--- config.mk ---
export PLATFORM = sky130hd
export DESIGN_NAME = activation_unit
export DESIGN_NICKNAME = d
export VERILOG_FILES = /design/src/rtl/act_pkg.sv /design/src/rtl/act_lane.sv /design/src/rtl/activation_unit.sv
export SDC_FILE = /design/constraint.sdc
export NUM_CORES = 1
export LEC_CHECK = 0
export CORE_UTILIZATION = 35
export CTS_CLUSTER_DIAMETER = 120
export DETAILED_ROUTE_END_ITERATION = 7
export PLACE_DENSITY = 0.65
export SETUP_SLACK_MARGIN = 0.4
export SYNTH_ARGS = -nofsm -noshare
export SYNTH_HDL_FRONTEND = slang
export SYNTH_SLANG_ARGS = --single-unit
--- constraint.sdc ---
create_clock -name clk -period 11.1 [get_ports clk]
set_clock_uncertainty 0.2 [all_clocks]
set_input_delay 2.22 -clock clk [delete_from_list [all_inputs] [get_ports clk]]
set_output_delay 2.22 -clock clk [all_outputs]
set_load 0.02 [all_outputs]
--- src/rtl/act_pkg.sv ---
// Shared definitions for the activation stage.
//   act_mode_e : per-beat activation selector carried on in_mode
//   popcount   : number of set bits in a 32-bit vector; used to count the
//                clipped lanes of one beat
package act_pkg;

  typedef enum logic [1:0] {
    ACT_BYPASS = 2'd0,
    ACT_RELU   = 2'd1,
    ACT_LEAKY  = 2'd2,
    ACT_CLAMP  = 2'd3
  } act_mode_e;

  function automatic logic [7:0] popcount(input logic [31:0] v);
    logic [7:0] c;
    c = '0;
    for (int i = 0; i < 32; i++) begin
      c = c + {7'd0, v[i]};
    end
    return c;
  endfunction

endpackage

--- src/rtl/act_lane.sv ---
// One channel of the activation stage (combinational only).
//   i_x      : raw signed lane from the accumulator path
//   i_mode   : activation selector for the beat being accepted
//   i_clamp  : unsigned upper bound used in clamp mode
//   o_act    : activated value, registered by the top into stage 1
//   i_act_p1 : stage-1 registered activated value
//   o_y      : rounded, shifted and saturated result for stage 2
//   o_sat    : high when o_y was clipped
module act_lane
  import act_pkg::*;
#(
  parameter int INPUT_WIDTH  = 20,
  parameter int OUTPUT_WIDTH = 16,
  parameter int OUT_SHIFT    = 4,
  parameter int LEAKY_SHIFT  = 3
) (
  input  logic signed [INPUT_WIDTH-1:0]  i_x,
  input  act_mode_e                      i_mode,
  input  logic        [INPUT_WIDTH-1:0]  i_clamp,
  output logic signed [INPUT_WIDTH-1:0]  o_act,
  input  logic signed [INPUT_WIDTH-1:0]  i_act_p1,
  output logic signed [OUTPUT_WIDTH-1:0] o_y,
  output logic                           o_sat
);

  localparam int IW = INPUT_WIDTH;
  localparam int OW = OUTPUT_WIDTH;

  // Half an LSB of the shifted result; zero when no shift is applied.
  localparam logic signed [IW:0] RND     = (IW+1)'((2 ** OUT_SHIFT) / 2);
  localparam logic signed [IW:0] SAT_MAX = {{(IW-OW+2){1'b0}}, {(OW-1){1'b1}}};
  localparam logic signed [IW:0] SAT_MIN = {{(IW-OW+2){1'b1}}, {(OW-1){1'b0}}};

  // One guard bit keeps the rounding add from overflowing.
  function automatic logic signed [IW:0] round_shift(input logic signed [IW-1:0] a);
    logic signed [IW:0] ext;
    ext = {a[IW-1], a};
    return (ext + RND) >>> OUT_SHIFT;
  endfunction

  function automatic logic is_clipped(input logic signed [IW:0] y);
    return (y > SAT_MAX) || (y < SAT_MIN);
  endfunction

  function automatic logic signed [OW-1:0] saturate(input logic signed [IW:0] y);
    if (y > SAT_MAX) return SAT_MAX[OW-1:0];
    if (y < SAT_MIN) return SAT_MIN[OW-1:0];
    return y[OW-1:0];
  endfunction

  logic signed [IW:0] w_shifted;

  // Stage 1 boundary: activation on the incoming lane
  always_comb begin
    o_act = i_x;
    case (i_mode)
      ACT_RELU:  if (i_x[IW-1]) o_act = '0;
      ACT_LEAKY: if (i_x[IW-1]) o_act = i_x >>> LEAKY_SHIFT;
      ACT_CLAMP: begin
        // x is non-negative here, so x > clamp implies clamp fits a positive signed lane.
        if (i_x[IW-1])                   o_act = '0;
        else if ($unsigned(i_x) > i_clamp) o_act = $signed(i_clamp);
      end
      default:   o_act = i_x;
    endcase
`ifndef SYNTHESIS
    if ($isunknown(i_x)) o_act = '0;
`endif
  end

  // Stage 2 boundary: requantise the registered activation
  always_comb begin
    w_shifted = round_shift(i_act_p1);
    o_y       = saturate(w_shifted);
    o_sat     = is_clipped(w_shifted);
  end

endmodule

--- src/rtl/activation_unit.sv ---
// Multi-channel activation stage with a 2-deep elastic pipeline.
//   clk, rst_n           : clock, synchronous active-low reset
//   in_valid/in_ready    : input handshake
//   in_data              : CHANNELS signed lanes, lane 0 in LSBs
//   in_mode, cfg_clamp   : activation selector and clamp bound, per beat
//   in_last / out_last   : end-of-tile marker travelling with its beat
//   out_valid/out_ready  : output handshake
//   out_data             : CHANNELS saturated lanes, lane 0 in LSBs
//   sat_clr, sat_count   : clear and saturating count of clipped lanes
module activation_unit
  import act_pkg::*;
#(
  parameter int CHANNELS      = 4,
  parameter int INPUT_WIDTH   = 20,
  parameter int OUTPUT_WIDTH  = 16,
  parameter int OUT_SHIFT     = 4,
  parameter int LEAKY_SHIFT   = 3,
  parameter int SAT_CNT_WIDTH = 16
) (
  input  logic                             clk,
  input  logic                             rst_n,
  input  logic                             in_valid,
  output logic                             in_ready,
  input  logic [CHANNELS*INPUT_WIDTH-1:0]  in_data,
  input  logic [1:0]                       in_mode,
  input  logic                             in_last,
  input  logic [INPUT_WIDTH-1:0]           cfg_clamp,
  output logic                             out_valid,
  input  logic                             out_ready,
  output logic [CHANNELS*OUTPUT_WIDTH-1:0] out_data,
  output logic                             out_last,
  input  logic                             sat_clr,
  output logic [SAT_CNT_WIDTH-1:0]         sat_count
);

  localparam int IW = INPUT_WIDTH;
  localparam int OW = OUTPUT_WIDTH;

  logic                          r_vld_p1, r_vld_p2;
  logic                          r_last_p1, r_last_p2;
  logic signed [IW-1:0]          r_act_p1 [CHANNELS];
  logic [CHANNELS*OW-1:0]        r_data_p2;
  logic [SAT_CNT_WIDTH-1:0]      r_sat_cnt;

  logic signed [IW-1:0]          w_act [CHANNELS];
  logic [CHANNELS*OW-1:0]        w_y;
  logic [CHANNELS-1:0]           w_sat;
  logic                          w_s2_adv, w_s1_adv, w_s1_open, w_in_fire;
  logic [SAT_CNT_WIDTH:0]        w_cnt_sum;
  logic [SAT_CNT_WIDTH-1:0]      w_cnt_next;

  assign w_s2_adv  = !r_vld_p2 || out_ready;
  assign w_s1_adv  = r_vld_p1 && w_s2_adv;
  assign w_s1_open = !r_vld_p1 || w_s1_adv;
  assign in_ready  = rst_n && w_s1_open;
  assign w_in_fire = in_valid && in_ready;

  for (genvar g = 0; g < CHANNELS; g++) begin : g_lane
    logic signed [OW-1:0] w_lane_y;
    act_lane #(
      .INPUT_WIDTH  (INPUT_WIDTH),
      .OUTPUT_WIDTH (OUTPUT_WIDTH),
      .OUT_SHIFT    (OUT_SHIFT),
      .LEAKY_SHIFT  (LEAKY_SHIFT)
    ) u_lane (
      .i_x      ($signed(in_data[g*IW +: IW])),
      .i_mode   (act_mode_e'(in_mode)),
      .i_clamp  (cfg_clamp),
      .o_act    (w_act[g]),
      .i_act_p1 (r_act_p1[g]),
      .o_y      (w_lane_y),
      .o_sat    (w_sat[g])
    );
    assign w_y[g*OW +: OW] = w_lane_y;
  end

  assign w_cnt_sum  = {1'b0, r_sat_cnt} + (SAT_CNT_WIDTH+1)'(popcount(32'(w_sat)));
  assign w_cnt_next = w_cnt_sum[SAT_CNT_WIDTH] ? '1 : w_cnt_sum[SAT_CNT_WIDTH-1:0];

  always_ff @(posedge clk) begin
    if (!rst_n) begin
      r_vld_p1 <= 1'b0;
      r_vld_p2 <= 1'b0;
    end else begin
      if (w_s1_open) r_vld_p1 <= in_valid;
      if (w_s2_adv)  r_vld_p2 <= r_vld_p1;
    end
  end

  // Stage 1 boundary: activated lanes
  always_ff @(posedge clk) begin
    if (w_in_fire) begin
      r_act_p1  <= w_act;
      r_last_p1 <= in_last;
    end
  end

  // Stage 2 boundary: requantised lanes presented on out_data
  always_ff @(posedge clk) begin
    if (!rst_n) begin
      r_data_p2 <= '0;
      r_last_p2 <= 1'b0;
    end else if (w_s1_adv) begin
      r_data_p2 <= w_y;
      r_last_p2 <= r_last_p1;
    end
  end

  // Clear wins over an increment landing in the same cycle.
  always_ff @(posedge clk) begin
    if (!rst_n)        r_sat_cnt <= '0;
    else if (sat_clr)  r_sat_cnt <= '0;
    else if (w_s1_adv) r_sat_cnt <= w_cnt_next;
  end

  assign out_valid = r_vld_p2;
  assign out_data  = r_data_p2;
  assign out_last  = r_last_p2;
  assign sat_count = r_sat_cnt;

endmodule

After elaboration in Yosys (flattened, before gate mapping)
Cells that the tools add are included.
- add/sub/neg operators: 8
- magnitude comparators: 12
- equality and inequality tests: 3
- multiplexer cells: 49
- bitwise logic cells: 1
- reduce and logical (&&, ||, !) cells: 12
- operator list (operator ; number):
    two-way mux 16 bit ; 17
    two-way mux 20 bit ; 12
    case mux 20 bit (3 select lines) ; 4
    adder 20 x 5 -> 21 bit, second input constant ; 4
    > comparator 20 bit ; 4
    two-way mux 19 bit ; 4
    > comparator 17 x 16 -> 1 bit, second input constant ; 4
    < comparator 17 x 16 -> 1 bit, second input constant ; 4
    adder 16 x 4 -> 17 bit ; 1
    two-way mux 1 bit ; 12
    logical OR 1 bit ; 6
    adder 3 x 1 -> 4 bit ; 1
    equality test 2 bit, second input constant ; 2
    adder 2 x 1 -> 3 bit ; 1
    logical AND 1 bit ; 3
    adder 1 x 1 -> 2 bit ; 1
    equality test 2 x 1 -> 1 bit, second input constant ; 1
    logical NOT 1 bit ; 2
    OR reduction 2 bit ; 1
    inverter 1 bit ; 1
- bits in registers: 164
- input bits: 108
- output and inout port bits: 83
- word-level logic and storage cells: 95

Logic depth before layout (Yosys ltp)
Gate-level depths: netlist of run 1.
- word-level depth: 8
- gate-level depth with buffers: 16
- depth with buffers taken out: 14

Cells and area by module
Synthesis of run 1 repeated with hierarchy kept, for this count alone.
- cells, all modules: 1499
- area, all modules: 12071.6 µm²
- by module, submodules not included (module ; times used ; cells an instance ; area each (µm²) ; sequential area each (µm²)):
    activation_unit ; 1 ; 472 ; 5811.8 ; 4093.9
    act_lane (g_lane[0].u_lane ...) ; 3 ; 255 ; 1552.7 ; 0.0
    act_lane (g_lane[1].u_lane) ; 1 ; 262 ; 1601.5 ; 0.0

Least setup slack after synthesis of run 1
Ideal clock, no wire load.
- kind: input to output
- from: in out_ready
- to: out in_ready
- data arrival time: 2.813 ns
- required time: 8.680 ns
- setup slack: 5.867 ns
- stages on the path: 2
- buffers on the path: 0
- cells stage by stage: nor2b_1 > a21boi_0
- longest elaborated chain between the ends: 4
- RTL lines (item ; line ; source):
    start, declared ; activation_unit.sv:29 ; input logic out_ready,
    logical OR 1 bit ; activation_unit.sv:52 ; assign w_s2_adv = !r_vld_p2 || out_ready;
    logical AND 1 bit ; activation_unit.sv:53 ; assign w_s1_adv = r_vld_p1 && w_s2_adv;
    logical OR 1 bit ; activation_unit.sv:54 ; assign w_s1_open = !r_vld_p1 || w_s1_adv;
    logical AND 1 bit ; activation_unit.sv:55 ; assign in_ready = rst_n && w_s1_open;
    end, declared ; activation_unit.sv:23 ; output logic in_ready,
Every way passes these cells.

Worst setup path after layout of run 1
- from: in in_data[39]
- to: reg r_act_p1[44] (netlist bit), data pin
- longest elaborated chain between the ends: 4
- elaborated cells between the ends (all ways): 6
- those cells by class: 1 x order compare; 5 x mux
- RTL lines (item ; line ; source):
    start, declared ; activation_unit.sv:24 ; input logic [CHANNELS*INPUT_WIDTH-1:0] in_data,
    > comparator 20 bit ; act_lane.sv:62 ; else if ($unsigned(i_x) > i_clamp) o_act = $signed(i_clamp);
    two-way mux 20 bit ; act_lane.sv:62 ;
    two-way mux 20 bit ; act_lane.sv:61 ; if (i_x[IW-1]) o_act = '0;
    case mux 20 bit (3 select lines) * ; act_lane.sv:56 ; case (i_mode)
    named net g_lane[1].u_lane.o_act[4] ; act_lane.sv:20 ; output logic signed [INPUT_WIDTH-1:0] o_act,
    end signal, assigned ; activation_unit.sv:93 ; r_act_p1 <= w_act;
    end, declared ; activation_unit.sv:41 ; logic signed [IW-1:0] r_act_p1 [CHANNELS];
The timed path passes the listed nets; every way through them passes the cells marked *.
A chain may end at the register's enable or synchronous reset.

==> impl_metrics.json, run 1 <==
{
  "clock_power_share_pct": 36.7,
  "fmax_ghz": 0.160,
  "yosysSeqAreaShare_pct": 32.0,
  "leakagePower_uw": 0.00533,
  "ant_nets": 0,
  "cts_sinks": 152,
  "cts_tree": "done",
  "cts_buffers": 17,
  "antennaDiodeCount": 0,
  "area_growth_syn_to_layout_pct": 23.6,
  "reg2reg_slack_ns": 6.17,
  "tightest_slew_ns": 1.18,
  "clk_path_buf_depth": 2,
  "slew_headroom_pct": 21.5,
  "grt_max_degree": 76,
  "worstSetupPathType": "input port to flip-flop",
  "dp_hpwl_um": 27700,
  "avgSynthCellArea_um2": 8.18,
  "row_count": 66,
  "drt_wl_total_um": 38500,
  "endpoint_kind": "flip-flop",
  "hold_violations": 0,
  "hold_depth": 2,
  "grt-ovfl-total": 0,
  "track_usage_pct": 22.5,
  "hold_path_end": "out_data[16]",
  "drc": 0,
  "hold_start": "out_data[16]",
  "place_area_um2": 13800,
  "worst_r2r_endpoint": "sat_count[1]",
  "final_common_cell": "clkdlybuf4s50_1",
  "arrival_ns": 6.17,
  "yosysWarnings": 0,
  "fin_crit_ns": 6.24,
  "post_cts_buffers": 0,
  "cts_hold_buf": 0,
  "fillCellCount": 3276,
  "grt_pass1_wl_um": 59500,
  "drt-wirelength-per-cell_um": 19.1,
  "pwr-share-comb_pct": 24.8,
  "finalSetupViolations": 0,
  "io_pins": 191,
  "setup_tns_ns": 0,
  "rsz0062_at_grt": "false",
  "htreeDepth": 4,
  "ys.flop_type": "dfxtp_1",
  "final_net_count": 1754,
  "cts.clk_slew.worst_paths_ns": 0.07,
  "ir_drop_uv": 72.2,
  "postSynthCellCount": 1427,
  "drt-initial-drc-count": 1017,
  "report.final.slew_viol_count": 0,
  "synth_cell_type_count": 63,
  "required_ns": 11.03,
  "hp-class": "flip-flop to flip-flop",
  "synth_edf_count": 69,
  "vias": 11700,
  "die_area_um2": 34100,
  "p_seq_share_pct": 38.5,
  "synth_area_um2": 11700,
  "die_w_um": 185,
  "ys_ff_latch": 152,
  "drt-pass1-iter-count": 5,
  "grt_pass1_vias": 10700,
  "startpoint_type": "input port",
  "core_area_um2": 32700,
  "max-cap-violations": 0,
  "die_height_um": 185,
  "swShare_pct": 31.0,
  "synthesis.nets": 1623,
  "finalPower_uw": 1700,
  "ctsResizeCount": 0,
  "start_util_pct": 35.7,
  "cts-root-buf": "clkbuf_16",
  "antenna_found_initial": 0,
  "postSynth.asyncResetShare_pct": 0,
  "layout-drive-gt1-share_pct": 5.79,
  "stdcell_area_um2": 14400,
  "power_density_nw_per_um2": 118,
  "numPortBuffers": 190,
  "crit_fanout": 32,
  "vias_per_cell": 5.81,
  "status": "finished, final reports clean",
  "clk-insertion-delay-late_ns": 0.42,
  "intPower_uw": 1170,
  "place.gp.congestion": 0.861,
  "reg2reg_depth": 13,
  "p_sw_uw": 526,
  "layout_common_cells": "clkdlybuf4s50_1, a21oi_1, nand2_1",
  "worstReg2RegStart": "r_act_p1[23]",
  "crit_path_start": "in_data[39]",
  "fin_crit_sh_pct": 56.2
}
## per-layer routing
metal	GRT usage, %	up-vias	routed length (um)
met4	8.46	0	1150
met5	0	-	0
met3	3.34	65	2840
met2	33.7	518	16400
li1	-	5597	-
met1	32.5	5517	18100
## stage by stage
stage	utilization (%)	hold WS [ns]	worst slack, ns	std cells
2_1_floorplan	-	0.296	5.87	1427
3_3_place_gp	42.2	0.247	4.76	1981
3_5_place_dp	42.2	0.248	4.56	1981
4_1_cts	44.1	0.258	4.92	2013
5_1_grt	44.1	0.271	4.69	2013
6_report	44.1	0.255	4.86	2013
## worst max path at each step
stage / slack (ns) / depth (start not counted) / end
after global placement: 4.76 / 8 / r_act_p1[70]
after floorplan: 5.87 / 2 / in_ready
final: 4.86 / 8 / r_act_p1[44]
after CTS: 4.92 / 4 / in_ready
after global routing: 4.69 / 8 / r_act_p1[48]
after detailed placement: 4.56 / 8 / r_act_p1[44]
## critical path, stage by stage
cell	delay [ns]
clkdlybuf4s50_1	1.20
ha_1	0.41
nand4_1	0.13
nor3_1	0.07
or4_1	0.49
or4_1	0.93
a2111oi_0	0.60
a311oi_1	0.11
## power by group through the flow
stage,sequential (uW),clock (uW),combinational [uW]
after global placement,665,0,403
final,653,624,421
after CTS,653,634,416
after global routing,657,657,460
after floorplan,677,0,244
after detailed placement,665,0,413
## flip-flops by register name, indices dropped and copies added (netlist names)
name	count
r_act_p1	68
out_data	64
sat_count	16
out_last	1
out_valid	1
r_last_p1	1
r_vld_p1	1
## area by class of cell
class	instances	area, um2	area share, %
clock buffer	17	425	2.95
clock inverter	15	201	1.40
inverter	32	120	0.833
multi-input combinational	1156	7440	51.6
sequential	152	3730	25.9
tap	442	553	3.83
timing repair buffer	199	1950	13.5
## Yosys cell counts (10+ instances only)
| cell | count | share of area [%] |
|---|---|---|
| a2111oi_2 | 13 | 1.7 |
| a311oi_1 | 27 | 2.0 |
| nor2_1 | 125 | 4.0 |
| xor2_1 | 31 | 2.3 |
| nor4b_1 | 14 | 1.1 |
| xnor2_1 | 30 | 2.3 |
| a21boi_0 | 10 | 0.64 |
| a21oi_1 | 184 | 7.9 |
| nand3_1 | 46 | 2.0 |
| o21ai_0 | 104 | 4.5 |
| ha_1 | 85 | 9.1 |
| a211oi_1 | 34 | 2.2 |
| nor2b_1 | 10 | 0.54 |
| nand2_1 | 169 | 5.4 |
| a311oi_2 | 12 | 1.5 |
| a2111oi_0 | 27 | 2.0 |
| clkbuf_1 | 72 | 2.3 |
| edfxtp_1 | 69 | 18 |
| nand2b_1 | 45 | 2.4 |
| inv_1 | 32 | 1.0 |
| and3_1 | 20 | 1.1 |
| dfxtp_1 | 83 | 14 |
| nor3_1 | 25 | 1.1 |
| o221a_2 | 12 | 1.2 |
| nand4_1 | 23 | 1.2 |
| a21o_1 | 20 | 1.3 |
## kinds of logic (layout without fill, tap and decap cells)
family,count (synthesis),after routing,synth area share [%]
flip-flops,152,152,32.0
XOR/XNOR,61,61,4.58
adder cells (fa/ha/maj),88,88,9.62
AND/OR/NAND/NOR,519,519,21.5
buffers and inverters,119,263,4.47
multiplexers,3,3,0.257
AO/OA/AOI/OAI,485,485,27.6
Note: power is estimated with default switching activity, not from simulation.
==> run 2, diff against run 1 <==
Clock period 11.1 ns to 6 ns, I/O delays scaled along.
==> run 2 against run 1 <==
Worst hold slack better by 0.0048 ns. Worst setup slack lost 3.7 ns. Sequential cell count unchanged. Sequential power rose by 85%.
==> impl_metrics.json, run 2 (same netlist as run 1, synthesis figures left out) <==
{
  "report.final.slew_viol_count": 0,
  "area_growth_syn_to_layout_pct": 23.5,
  "cts_tree": "done",
  "endpoint_kind": "flip-flop",
  "die_height_um": 185,
  "vias_per_cell": 5.83,
  "tightest_slew_ns": 1.05,
  "grt_max_degree": 84,
  "grt_pass1_vias": 10900,
  "crit_fanout": 17,
  "cts.clk_slew.worst_paths_ns": 0.07,
  "io_pins": 191,
  "fmax_ghz": 0.208,
  "drt-initial-drc-count": 1089,
  "track_usage_pct": 22.4,
  "htreeDepth": 4,
  "grt_pass1_wl_um": 59400,
  "startpoint_type": "input port",
  "slew_headroom_pct": 29.9,
  "finalPower_uw": 3020,
  "cts_hold_buf": 0,
  "power_density_nw_per_um2": 209,
  "rsz0062_at_grt": "false",
  "final_net_count": 1763,
  "hold_violations": 0,
  "largest_reg_flops": 68,
  "grt-ovfl-total": 0,
  "finalSetupViolations": 0,
  "place.gp.congestion": 0.857,
  "ant_nets": 0,
  "antennaDiodeCount": 0,
  "leakagePower_uw": 0.00535,
  "fillCellCount": 3261,
  "cts_sinks": 152,
  "final_common_cell": "clkdlybuf4s50_1",
  "layout_common_cells": "clkdlybuf4s50_1, a21oi_1, nand2_1",
  "antenna_found_initial": 0,
  "numPortBuffers": 190,
  "cts_buffers": 17,
  "fin_crit_sh_pct": 80.2,
  "drt_wl_total_um": 38700,
  "dp_hpwl_um": 28300,
  "post_cts_buffers": 0,
  "layout-drive-gt1-share_pct": 6.39,
  "setup_tns_ns": 0,
  "row_count": 66,
  "arrival_ns": 4.78,
  "fin_crit_ns": 4.81,
  "ir_drop_uv": 184,
  "worstSetupPathType": "input port to flip-flop",
  "drt-wirelength-per-cell_um": 19.1,
  "drc": 0,
  "clk_path_buf_depth": 2,
  "ctsResizeCount": 0,
  "drt-pass1-iter-count": 6,
  "start_util_pct": 35.7,
  "status": "finished, final reports clean",
  "die_area_um2": 34100,
  "required_ns": 5.96,
  "vias": 11800,
  "hp-class": "flip-flop to flip-flop",
  "cts-root-buf": "clkbuf_16",
  "top_register": "r_act_p1",
  "core_area_um2": 32700,
  "clk-insertion-delay-late_ns": 0.43,
  "die_w_um": 185,
  "max-cap-violations": 0
}
[run 2: power by group]
group          total [uW]  internal [uW]  switching [uW]
logic                 788            315             473
clock network        1020            569             451
registers            1210           1160            49.1
total                3020           2040             973
[run 2: final timing paths]
path         slack [ns]  cells past startpoint           from           end
max                1.19                      9  cfg_clamp[13]  r_act_p1[75]
min                0.26                      2   out_data[31]  out_data[31]
min reg2reg        0.26                      2   out_data[31]  out_data[31]
max reg2reg        1.36                     13   r_act_p1[33]  sat_count[1]
[run 2: area by class of cell]
cell class / instances / area (um2) / share of cell area [%]
repair buffers: 208 / 2020 / 14.0
flip-flops and latches: 152 / 3730 / 25.9
inverters: 32 / 120 / 0.833
multi-input cells: 1156 / 7430 / 51.5
clock inverters: 12 / 90.1 / 0.625
clock buffers: 20 / 468 / 3.25
well taps: 442 / 553 / 3.84
[run 2: worst max-delay path, cell delays in order]
cell             delay [ns]
clkdlybuf4s50_1        0.45
inv_1                  0.40
ha_1                   0.34
a21oi_1                0.15
nor3_1                 0.06
or4_1                  0.50
or4_1                  0.94
a2111oi_0              0.63
a311oi_1               0.10
[run 2: metrics by stage]
| step | std cells | utilization, % | hold WS (ns) | instance area (um2) | setup WS [ns] |
|---|---|---|---|---|---|
| floorplan | 1427 | - | 0.296 | 11700 | 1.71 |
| global placement | 1990 | 42.4 | 0.250 | 13900 | 0.939 |
| detailed placement | 1990 | 42.4 | 0.253 | 13900 | 0.846 |
| CTS | 2022 | 44.1 | 0.263 | 14400 | 1.30 |
| global route | 2022 | 44.1 | 0.284 | 14400 | 1.10 |
| finish | 2022 | 44.1 | 0.260 | 14400 | 1.19 |
[run 2: layer usage]
metal	global-route usage, %	share of wire (%)
met2	33.2	42
met5	0	0
met4	9.49	3.7
met3	3.30	8.2
met1	32.1	46
